[config.mk]
export PLATFORM = sky130hd
export DESIGN_NAME = uart_frame_rx
export DESIGN_NICKNAME = d
export VERILOG_FILES = /design/src/rtl/uart_frame_rx.sv
export SDC_FILE = /design/constraint.sdc
export NUM_CORES = 1
export LEC_CHECK = 0
export ABC_AREA = 1
export ABC_CLOCK_PERIOD_IN_PS = 4400
export CORE_MARGIN = 3
export CORE_UTILIZATION = 40
export CTS_CLUSTER_SIZE = 24
export DETAILED_ROUTE_END_ITERATION = 6
export GPL_TIMING_DRIVEN = 0
export PLACE_DENSITY = 0.57
export SLEW_MARGIN = 15
export SYNTH_ARGS = -nofsm -noshare
export SYNTH_HDL_FRONTEND = slang
export SYNTH_SLANG_ARGS = --single-unit
[constraint.sdc]
create_clock -name clk -period 4.4 [get_ports clk]
set_input_delay 0.88 -clock clk [delete_from_list [all_inputs] [get_ports clk]]
set_output_delay 0.88 -clock clk [all_outputs]
set_load 0.05 [all_outputs]
[src/rtl/uart_frame_rx.sv]
// uart_frame_rx: frame parser sitting behind a UART byte receiver.
// Hunts for SYNC_BYTE, then reads LEN, LEN payload bytes and an additive
// checksum. Good frames are buffered and drained downstream over a
// valid/ready handshake. Bad frames, timeouts and overruns raise a one-cycle
// error strobe.
module uart_frame_rx #(
  parameter int unsigned MAX_LEN       = 16,
  parameter logic [7:0]  SYNC_BYTE     = 8'hA5,
  parameter int unsigned TIMEOUT_TICKS = 2048
) (
  input  logic       clk,
  input  logic       reset_n,
  input  logic       rx_done_tick,
  input  logic [7:0] rx_dout,
  input  logic       s_tick,
  output logic [7:0] out_data,
  output logic       out_valid,
  input  logic       out_ready,
  output logic       out_last,
  output logic       err_valid,
  output logic [1:0] err_code,
  output logic       busy
);

  localparam int unsigned ADDR_W   = (MAX_LEN > 1) ? $clog2(MAX_LEN) : 1;
  localparam int unsigned TMO_W    = $clog2(TIMEOUT_TICKS + 1);
  localparam logic [7:0]  MAX_LEN_B = 8'(MAX_LEN);
  localparam logic [TMO_W-1:0] TMO_LAST = TMO_W'(TIMEOUT_TICKS - 1);

  typedef enum logic [2:0] {
    S_HUNT,
    S_LEN,
    S_PAYLOAD,
    S_CHK,
    S_DRAIN
  } state_t;

  typedef enum logic [1:0] {
    ERR_LEN     = 2'd0,
    ERR_CHK     = 2'd1,
    ERR_TIMEOUT = 2'd2,
    ERR_OVERRUN = 2'd3
  } err_t;

  // Registered state
  state_t           state_q;
  logic [7:0]       len_q;
  logic [7:0]       idx_q;
  logic [7:0]       acc_q;
  logic [7:0]       rd_idx_q;
  logic [TMO_W-1:0] tmo_q;

  // Next-state values
  state_t           state_d;
  logic [7:0]       len_d;
  logic [7:0]       idx_d;
  logic [7:0]       acc_d;
  logic [7:0]       rd_idx_d;
  logic [TMO_W-1:0] tmo_d;
  logic [7:0]       out_data_d;
  logic             out_valid_d;
  logic             out_last_d;
  logic             err_valid_d;
  logic [1:0]       err_code_d;

  // Payload buffer and its ports
  logic [7:0]        pay_mem [MAX_LEN];
  logic              wr_en;
  logic [7:0]        rd_next;
  logic [ADDR_W-1:0] rd_addr;

  logic in_frame;
  logic tmo_hit;

  assign in_frame = (state_q == S_LEN) || (state_q == S_PAYLOAD) || (state_q == S_CHK);
  // A byte arriving in the same cycle as the final tick takes priority.
  assign tmo_hit  = in_frame && s_tick && !rx_done_tick && (tmo_q == TMO_LAST);
  assign busy     = (state_q != S_HUNT);

  // Next-state and output decode for the frame parser and drain.
  always_comb begin
    // NOTE: every variable gets a default first so no path leaves it unassigned (no latches).
    state_d     = state_q;
    len_d       = len_q;
    idx_d       = idx_q;
    acc_d       = acc_q;
    rd_idx_d    = rd_idx_q;
    out_data_d  = out_data;
    out_valid_d = out_valid;
    out_last_d  = out_last;
    err_valid_d = 1'b0;
    err_code_d  = err_code;
    wr_en       = 1'b0;
    rd_next     = rd_idx_q + 8'd1;
    rd_addr     = rd_next[ADDR_W-1:0];

    // Inter-byte timeout runs only while a frame is being assembled.
    if (!in_frame || rx_done_tick || tmo_hit) begin
      tmo_d = '0;
    end else if (s_tick) begin
      tmo_d = tmo_q + TMO_W'(1);
    end else begin
      tmo_d = tmo_q;
    end

    case (state_q)
      S_HUNT: begin
        if (rx_done_tick && (rx_dout == SYNC_BYTE)) begin
          state_d = S_LEN;
        end
      end

      S_LEN: begin
        if (rx_done_tick) begin
          if ((rx_dout == 8'd0) || (rx_dout > MAX_LEN_B)) begin
            err_valid_d = 1'b1;
            err_code_d  = ERR_LEN;
            state_d     = S_HUNT;
          end else begin
            len_d   = rx_dout;
            acc_d   = rx_dout;
            idx_d   = 8'd0;
            state_d = S_PAYLOAD;
          end
        end else if (tmo_hit) begin
          err_valid_d = 1'b1;
          err_code_d  = ERR_TIMEOUT;
          state_d     = S_HUNT;
        end
      end

      S_PAYLOAD: begin
        if (rx_done_tick) begin
          wr_en = 1'b1;
          acc_d = acc_q + rx_dout;
          idx_d = idx_q + 8'd1;
          if (idx_d == len_q) begin
            state_d = S_CHK;
          end
        end else if (tmo_hit) begin
          err_valid_d = 1'b1;
          err_code_d  = ERR_TIMEOUT;
          state_d     = S_HUNT;
        end
      end

      S_CHK: begin
        if (rx_done_tick) begin
          if (rx_dout == acc_q) begin
            rd_addr     = '0;
            rd_idx_d    = 8'd0;
            out_data_d  = pay_mem[rd_addr];
            out_valid_d = 1'b1;
            out_last_d  = (len_q == 8'd1);
            state_d     = S_DRAIN;
          end else begin
            err_valid_d = 1'b1;
            err_code_d  = ERR_CHK;
            state_d     = S_HUNT;
          end
        end else if (tmo_hit) begin
          err_valid_d = 1'b1;
          err_code_d  = ERR_TIMEOUT;
          state_d     = S_HUNT;
        end
      end

      S_DRAIN: begin
        // Bytes arriving while the buffer drains are dropped and flagged.
        if (rx_done_tick) begin
          err_valid_d = 1'b1;
          err_code_d  = ERR_OVERRUN;
        end
        if (out_valid && out_ready) begin
          if (out_last) begin
            out_valid_d = 1'b0;
            out_last_d  = 1'b0;
            state_d     = S_HUNT;
          end else begin
            rd_idx_d   = rd_next;
            out_data_d = pay_mem[rd_addr];
            out_last_d = (rd_next == (len_q - 8'd1));
          end
        end
      end

      default: begin
        state_d = S_HUNT;
      end
    endcase
  end

  // State, counter and registered output update.
  always_ff @(posedge clk or negedge reset_n) begin
    if (!reset_n) begin
      state_q   <= S_HUNT;
      len_q     <= 8'd0;
      idx_q     <= 8'd0;
      acc_q     <= 8'd0;
      rd_idx_q  <= 8'd0;
      tmo_q     <= '0;
      out_data  <= 8'd0;
      out_valid <= 1'b0;
      out_last  <= 1'b0;
      err_valid <= 1'b0;
      err_code  <= 2'd0;
    end else begin
      // NOTE: sequential state uses non-blocking assignments so all registers update together.
      state_q   <= state_d;
      len_q     <= len_d;
      idx_q     <= idx_d;
      acc_q     <= acc_d;
      rd_idx_q  <= rd_idx_d;
      tmo_q     <= tmo_d;
      out_data  <= out_data_d;
      out_valid <= out_valid_d;
      out_last  <= out_last_d;
      err_valid <= err_valid_d;
      err_code  <= err_code_d;
    end
  end

  // Payload buffer write port.
  always_ff @(posedge clk) begin
    // NOTE: the buffer has no reset; entries are always written before they are read.
    if (wr_en) begin
      pay_mem[idx_q[ADDR_W-1:0]] <= rx_dout;
    end
  end

endmodule

=== Word-level counts from Yosys, hierarchy flattened ===
Memory sizes are Yosys's and may differ from the RTL's.
Cells that the tools add are included.
W data, S select, Z words.

* Flip-flop bits (word level): 60
* RAM bits: 128
* Word-level logic and storage cells: 129
* Memories kept: 1

* $add $sub $neg: 5
* Magnitude comparators: 1
* Equality and inequality tests: 24
* Muxes and demuxes: 60
* Bitwise logic cells: 1
* Reduce and logical (&&, ||, !) cells: 26

{| class="wikitable"
|+ Memory list
! name !! depth !! width !! read ports !! clocked after Yosys merged registers in !! wr ports !! RTL line !! text
|-
| pay_mem || 16 || 8 || 2 || 0 || 1 || 67 || <nowiki>logic [7:0] pay_mem [MAX_LEN];</nowiki>
|}

{| class="wikitable"
|+ Operators with widths
! kind !! count
|-
| $mux W8 || 14
|-
| $pmux W8 S2 || 4
|-
| $mux W3 || 9
|-
| $eq A8 B8 Y1 || 3
|-
| $mux W12 || 2
|-
| $ne A2 B2 Y1 const B || 10
|-
| $mux W1 || 18
|-
| $add A8 B1 Y8 const B || 2
|-
| $mux W2 || 8
|-
| $pmux W3 S5 || 1
|-
| $reduce_and A5 Y1 || 3
|-
| $add A12 B1 Y12 const B || 1
|-
| $eq A12 B11 Y1 const B || 1
|-
| $reduce_and A4 Y1 || 3
|-
| $add A8 B8 Y8 || 1
|-
| $eq A8 B1 Y1 const B || 1
|-
| $eq A8 B8 Y1 const B || 1
|-
| $gt A8 B5 Y1 const B || 1
|-
| $logic_not A8 Y1 || 1
|-
| $pmux W2 S4 || 1
|-
| $sub A8 B1 Y8 const B || 1
|-
| $eq A3 B2 Y1 const B || 2
|-
| $ne A3 B2 Y1 const B || 2
|-
| $reduce_bool A2 Y1 || 3
|-
| other kinds (14) || 24
|}

=== Depth between registers and ports, before layout ===
* Depth after elaboration: 9
* Mapped depth: 14

=== Worst setup path after synthesis ===
No wires, ideal clock.

* Kind: input-to-reg
* Start point: in rx_dout[3]
* End point: reg rd_idx_q[0]
* Library setup time: 0.137 ns
* Data arrival time: 2.038 ns
* Setup slack: 2.225 ns
* Stages on the path: 10
* Buffers on the path: 1
* Cell sequence: ha_1 nor3_1 nand4_1 nand3_1 nand2_2 inv_2 nand2_4 buf_6 nand2_1 o21ai_0

* Word-level cells in the longest chain between the ends: 3

{| class="wikitable"
|+ RTL lines
! element !! RTL line !! text
|-
| from (decl) || 14 || <nowiki>input logic [7:0] rx_dout,</nowiki>
|-
| $eq A8 B8 Y1 || 149 || <nowiki>if (rx_dout == acc_q) begin</nowiki>
|-
| $ne A2 B1 Y1 (no line) || -- ||
|-
| $reduce_and A5 Y1 (no line) || -- ||
|-
| to (signal assigned) || 213 || <nowiki>rd_idx_q <= rd_idx_d;</nowiki>
|-
| to (decl) || 50 || <nowiki>logic [7:0] rd_idx_q;</nowiki>
|}

No other way between the ends.
A chain may end at the register's enable or synchronous reset.

=== Worst setup path in the final report ===
* Start point: in rx_dout[3]
* End point: reg out_data[6]

* Word-level cells in the longest chain between the ends: 3

{| class="wikitable"
|+ RTL lines
! element !! RTL line !! text
|-
| $eq A8 B8 Y1 || 149 ||
|-
| $ne A2 B1 Y1 (no line) || -- ||
|-
| $reduce_and A5 Y1 (no line) || -- ||
|-
| to (signal assigned) || 215 || <nowiki>out_data <= out_data_d;</nowiki>
|-
| to (decl) || 16 || <nowiki>output logic [7:0] out_data,</nowiki>
|}

No other way between the ends.

==> results.py <==
metrics = {
    "outcome": {
        "status": "complete, no violations",
    },
    "sta": {
        "rsz0062_at_grt": "no",
        "tns_ns": 0,
        "tightest_slew_ns": 0.973,
        "fin_crit_sh_pct": 72.6,
        "worst_slack_ns": 1.21,
        "hold_viol": 0,
        "finalSetupViolations": 0,
        "hold_slack_ns": 0.346,
        "drv_slew": 0,
        "clock_skew_ns": 0.0101,
        "slew_headroom_pct": 35.0,
        "max_freq_mhz": 313,
        "final.min_clock_period_ns": 3.19,
    },
    "placed_design": {
        "placed_area_um2": 9480,
        "portBuffers": 25,
        "place_ws_ns": 0.728,
        "gp_congestion": 0.844,
        "detailed_place_hpwl_um": 15200,
    },
    "yosys": {
        "synth_top_family_by_area": "simple AND/OR/NAND/NOR gates",
        "synthCells": 913,
        "synth.distinct_cells": 35,
        "synthXorXnorAreaFrac_pct": 1.68,
        "yosysWarnings": 0,
        "synthesis.area_um2": 8870,
        "synthSimpleGateAreaFrac_pct": 20.1,
        "seq_area_frac_synth_pct": 60.3,
        "synthMuxAreaShare_pct": 0,
        "synth_fa_ha_area_share_pct": 2.34,
        "avgSynthCellArea_um2": 9.71,
        "synth-compound-area-share_pct": 10.7,
        "ys_seq_elements": 188,
        "synth_nets": 942,
    },
    "global_route": {
        "grt-ovfl-total": 0,
        "grt_first_pass_wirelength_um": 35000,
        "grt_usage_pct": 19.1,
        "antenna_found_initial": 0,
        "grt_max_degree": 39,
        "first_global_vias": 6328,
    },
    "clock_tree": {
        "cts.repair.resized": 0,
        "insertion_delay_ns": 0.43,
        "post_cts_buffers": 0,
        "clk_pin_slew_ns": 0.07,
        "clock_sinks": 188,
        "root_buffer": "clkbuf_16",
        "hold_buffers": 0,
        "cts_made_buffers": 17,
        "htreeDepth": 4,
        "clock_path_buffers": 2,
        "cts_tree": "yes",
    },
    "drt": {
        "wire_per_inst_um": 17.8,
        "routed_wl_um": 22200,
        "dr.pass1.iters": 5,
        "vias": 6549,
        "drc": 0,
        "postRouteAntennaNets": 0,
        "drtIter0Drc": 439,
        "vias_per_cell": 5.26,
    },
    "pwr": {
        "seqPwrFrac_pct": 37.4,
        "p_comb_share_pct": 36.3,
        "clockPowerShare_pct": 26.2,
        "p_leak_nw": 3.89,
        "p_per_area_nw_per_um2": 553,
        "power.switching_mw": 2.16,
        "netSwitchingFraction_pct": 38.9,
        "peakVddDrop_mv": 0.308,
        "power.internal_mw": 3.39,
    },
    "floorplan": {
        "fp.dieW_um": 155,
        "num_io_pins": 27,
        "core_area_um2": 21400,
        "die_height_um": 155,
        "die_area_um2": 24000,
        "rows": 53,
        "initial_core_util_pct": 41.4,
    },
    "worst_setup_path": {
        "cp_max_fo": 21,
        "startpoint_type": "input port",
        "required_ns": 4.78,
        "cp_slowest_stage_delay_ns": 0.89,
        "cp.arrival_ns": 3.57,
        "cp-end-kind": "flop",
        "critPathKind": "input port to flop",
        "crit_top_cell": "nand2_1",
        "crit_family": "buffers and inverters",
        "crit_slowest_cell": "clkdlybuf4s50_1",
        "critPathBufInv": 3,
        "crit_chain": "clkdlybuf4s50_1 -> ha_1 -> nor3_1 -> nand4_1 -> nand3_1 -> nand2_2 -> inv_2 -> nand2_4 -> buf_6 -> nor2_1 -> nand2_1 -> nand2_1",
        "r2r_slack_ns": 1.73,
    },
    "cells_and_area": {
        "layout_commonest_cell": "nand2_1",
        "nets": 987,
        "diodes": 0,
        "drive_gt1_share_pct": 5.66,
        "fin_util_pct": 46.8,
        "area.growth.synth_to_final_pct": 13.1,
        "stdcell_area_um2": 10000,
        "n_fill_cell": 2009,
        "layout_common_cells": "nand2_1, nor2_1, edfxtp_1, o21ai_0, inv_1",
    },
    "worst_hold_path": {
        "hold_path_class": "input port to asynchronous set/reset pin",
    },
    "flow_run": {
        "cap_viol_max_count": 0,
    },
}
-- flip-flops by register name, indices dropped and copies added (netlist names) --
name and count:
acc_q 8, err_code 2, err_valid 1, idx_q 8, len_q 8, out_data 8, out_last 1, out_valid 1
pay_mem 128, rd_idx_q 8, state_q 3, tmo_q 12
-- final cells by class --
cell class / instances / area (um^2) / area share [%]
clock inverters: 14 / 121 / 1.21
clock buffers: 18 / 429 / 4.28
plain buffers: 31 / 153 / 1.52
well taps: 275 / 344 / 3.43
multi-input cells: 619 / 3080 / 30.7
flip-flops and latches: 188 / 5350 / 53.3
inverters: 75 / 287 / 2.86
repair buffers: 26 / 268 / 2.67
-- per-stage QoR --
stage | std cells | total power [mW]
final | 1246 | 5.55
after detailed placement | 1214 | 4.12
after global routing | 1246 | 5.86
after floorplan | 913 | 3.42
after CTS | 1246 | 5.57
after global placement | 1213 | 4.10
-- cell usage after synthesis --
| cell type | instances | area, um^2 |
|---|---|---|
| xor2_1 | 9 | 78.8 |
| fa_1 | 1 | 20.0 |
| nand3_1 | 65 | 325 |
| a211oi_1 | 1 | 7.51 |
| edfxtp_1 | 128 | 3840 |
| nor3_1 | 9 | 45.0 |
| dfrtp_1 | 60 | 1500 |
| or2_2 | 1 | 6.26 |
| o211ai_1 | 3 | 22.5 |
| nor2_4 | 2 | 22.5 |
| nand2_2 | 1 | 6.26 |
| ha_1 | 15 | 188 |
| xnor2_1 | 8 | 70.1 |
| clkbuf_1 | 21 | 78.8 |
| nand3_2 | 1 | 10.0 |
| inv_1 | 68 | 255 |
| nor2_1 | 154 | 578 |
| o221ai_1 | 32 | 280 |
| nand2_4 | 2 | 22.5 |
| a31oi_1 | 3 | 18.8 |
| inv_4 | 2 | 12.5 |
| o21ai_0 | 93 | 465 |
| nand2_1 | 177 | 664 |
| buf_4 | 2 | 15.0 |
| nor2_2 | 1 | 6.26 |
| buf_6 | 3 | 33.8 |
| clkinv_1 | 2 | 7.51 |
| a21oi_1 | 22 | 110 |
| nand4_1 | 10 | 62.6 |
| nor2_8 | 1 | 20.0 |
| inv_2 | 3 | 11.3 |
| nor4_1 | 2 | 12.5 |
| buf_2 | 5 | 25.0 |
| o41ai_1 | 1 | 8.76 |
| o22ai_1 | 5 | 31.3 |
-- power groups by stage --
stage / registers (mW) / logic (mW) / clock network [mW]
2_1_floorplan: 2.28 / 1.14 / 0
3_3_place_gp: 2.11 / 1.99 / 0
3_5_place_dp: 2.11 / 2.01 / 0
4_1_cts: 2.08 / 2.01 / 1.48
5_1_grt: 2.09 / 2.22 / 1.56
6_report: 2.08 / 2.02 / 1.46
-- layer usage --
metal / part of all wire [%] / GRT usage (%) / routed length (um) / vias to the layer above
li1: - / - / - / 3243
met1: 47 / 27.8 / 10400 / 3090
met2: 46 / 29.3 / 10200 / 180
met3: 4.8 / 2.81 / 1060 / 36
met4: 2.3 / 6.39 / 509 / 0
met5: 0 / 0 / 0 / -
-- logic make-up after synthesis --
group | count (synthesis)
compound gates | 160
xor+xnor | 17
fa+ha+maj | 16
buf+inv | 106
flops | 188
simple gates | 426
-- path summary, 6_finish.rpt --
path | from | to | depth (start not counted)
min reg2reg | out_data[0] | out_data[0] | 2
min in group clk | out_data[0] | out_data[0] | 2
max | rx_dout[3] | out_data[6] | 12
min | reset_n | rd_idx_q[6] | 1
max reg2reg | rd_idx_q[0] | out_data[5] | 8
max in group asynchronous | reset_n | len_q[0] | 2
(Power assumes the default switching activity.)
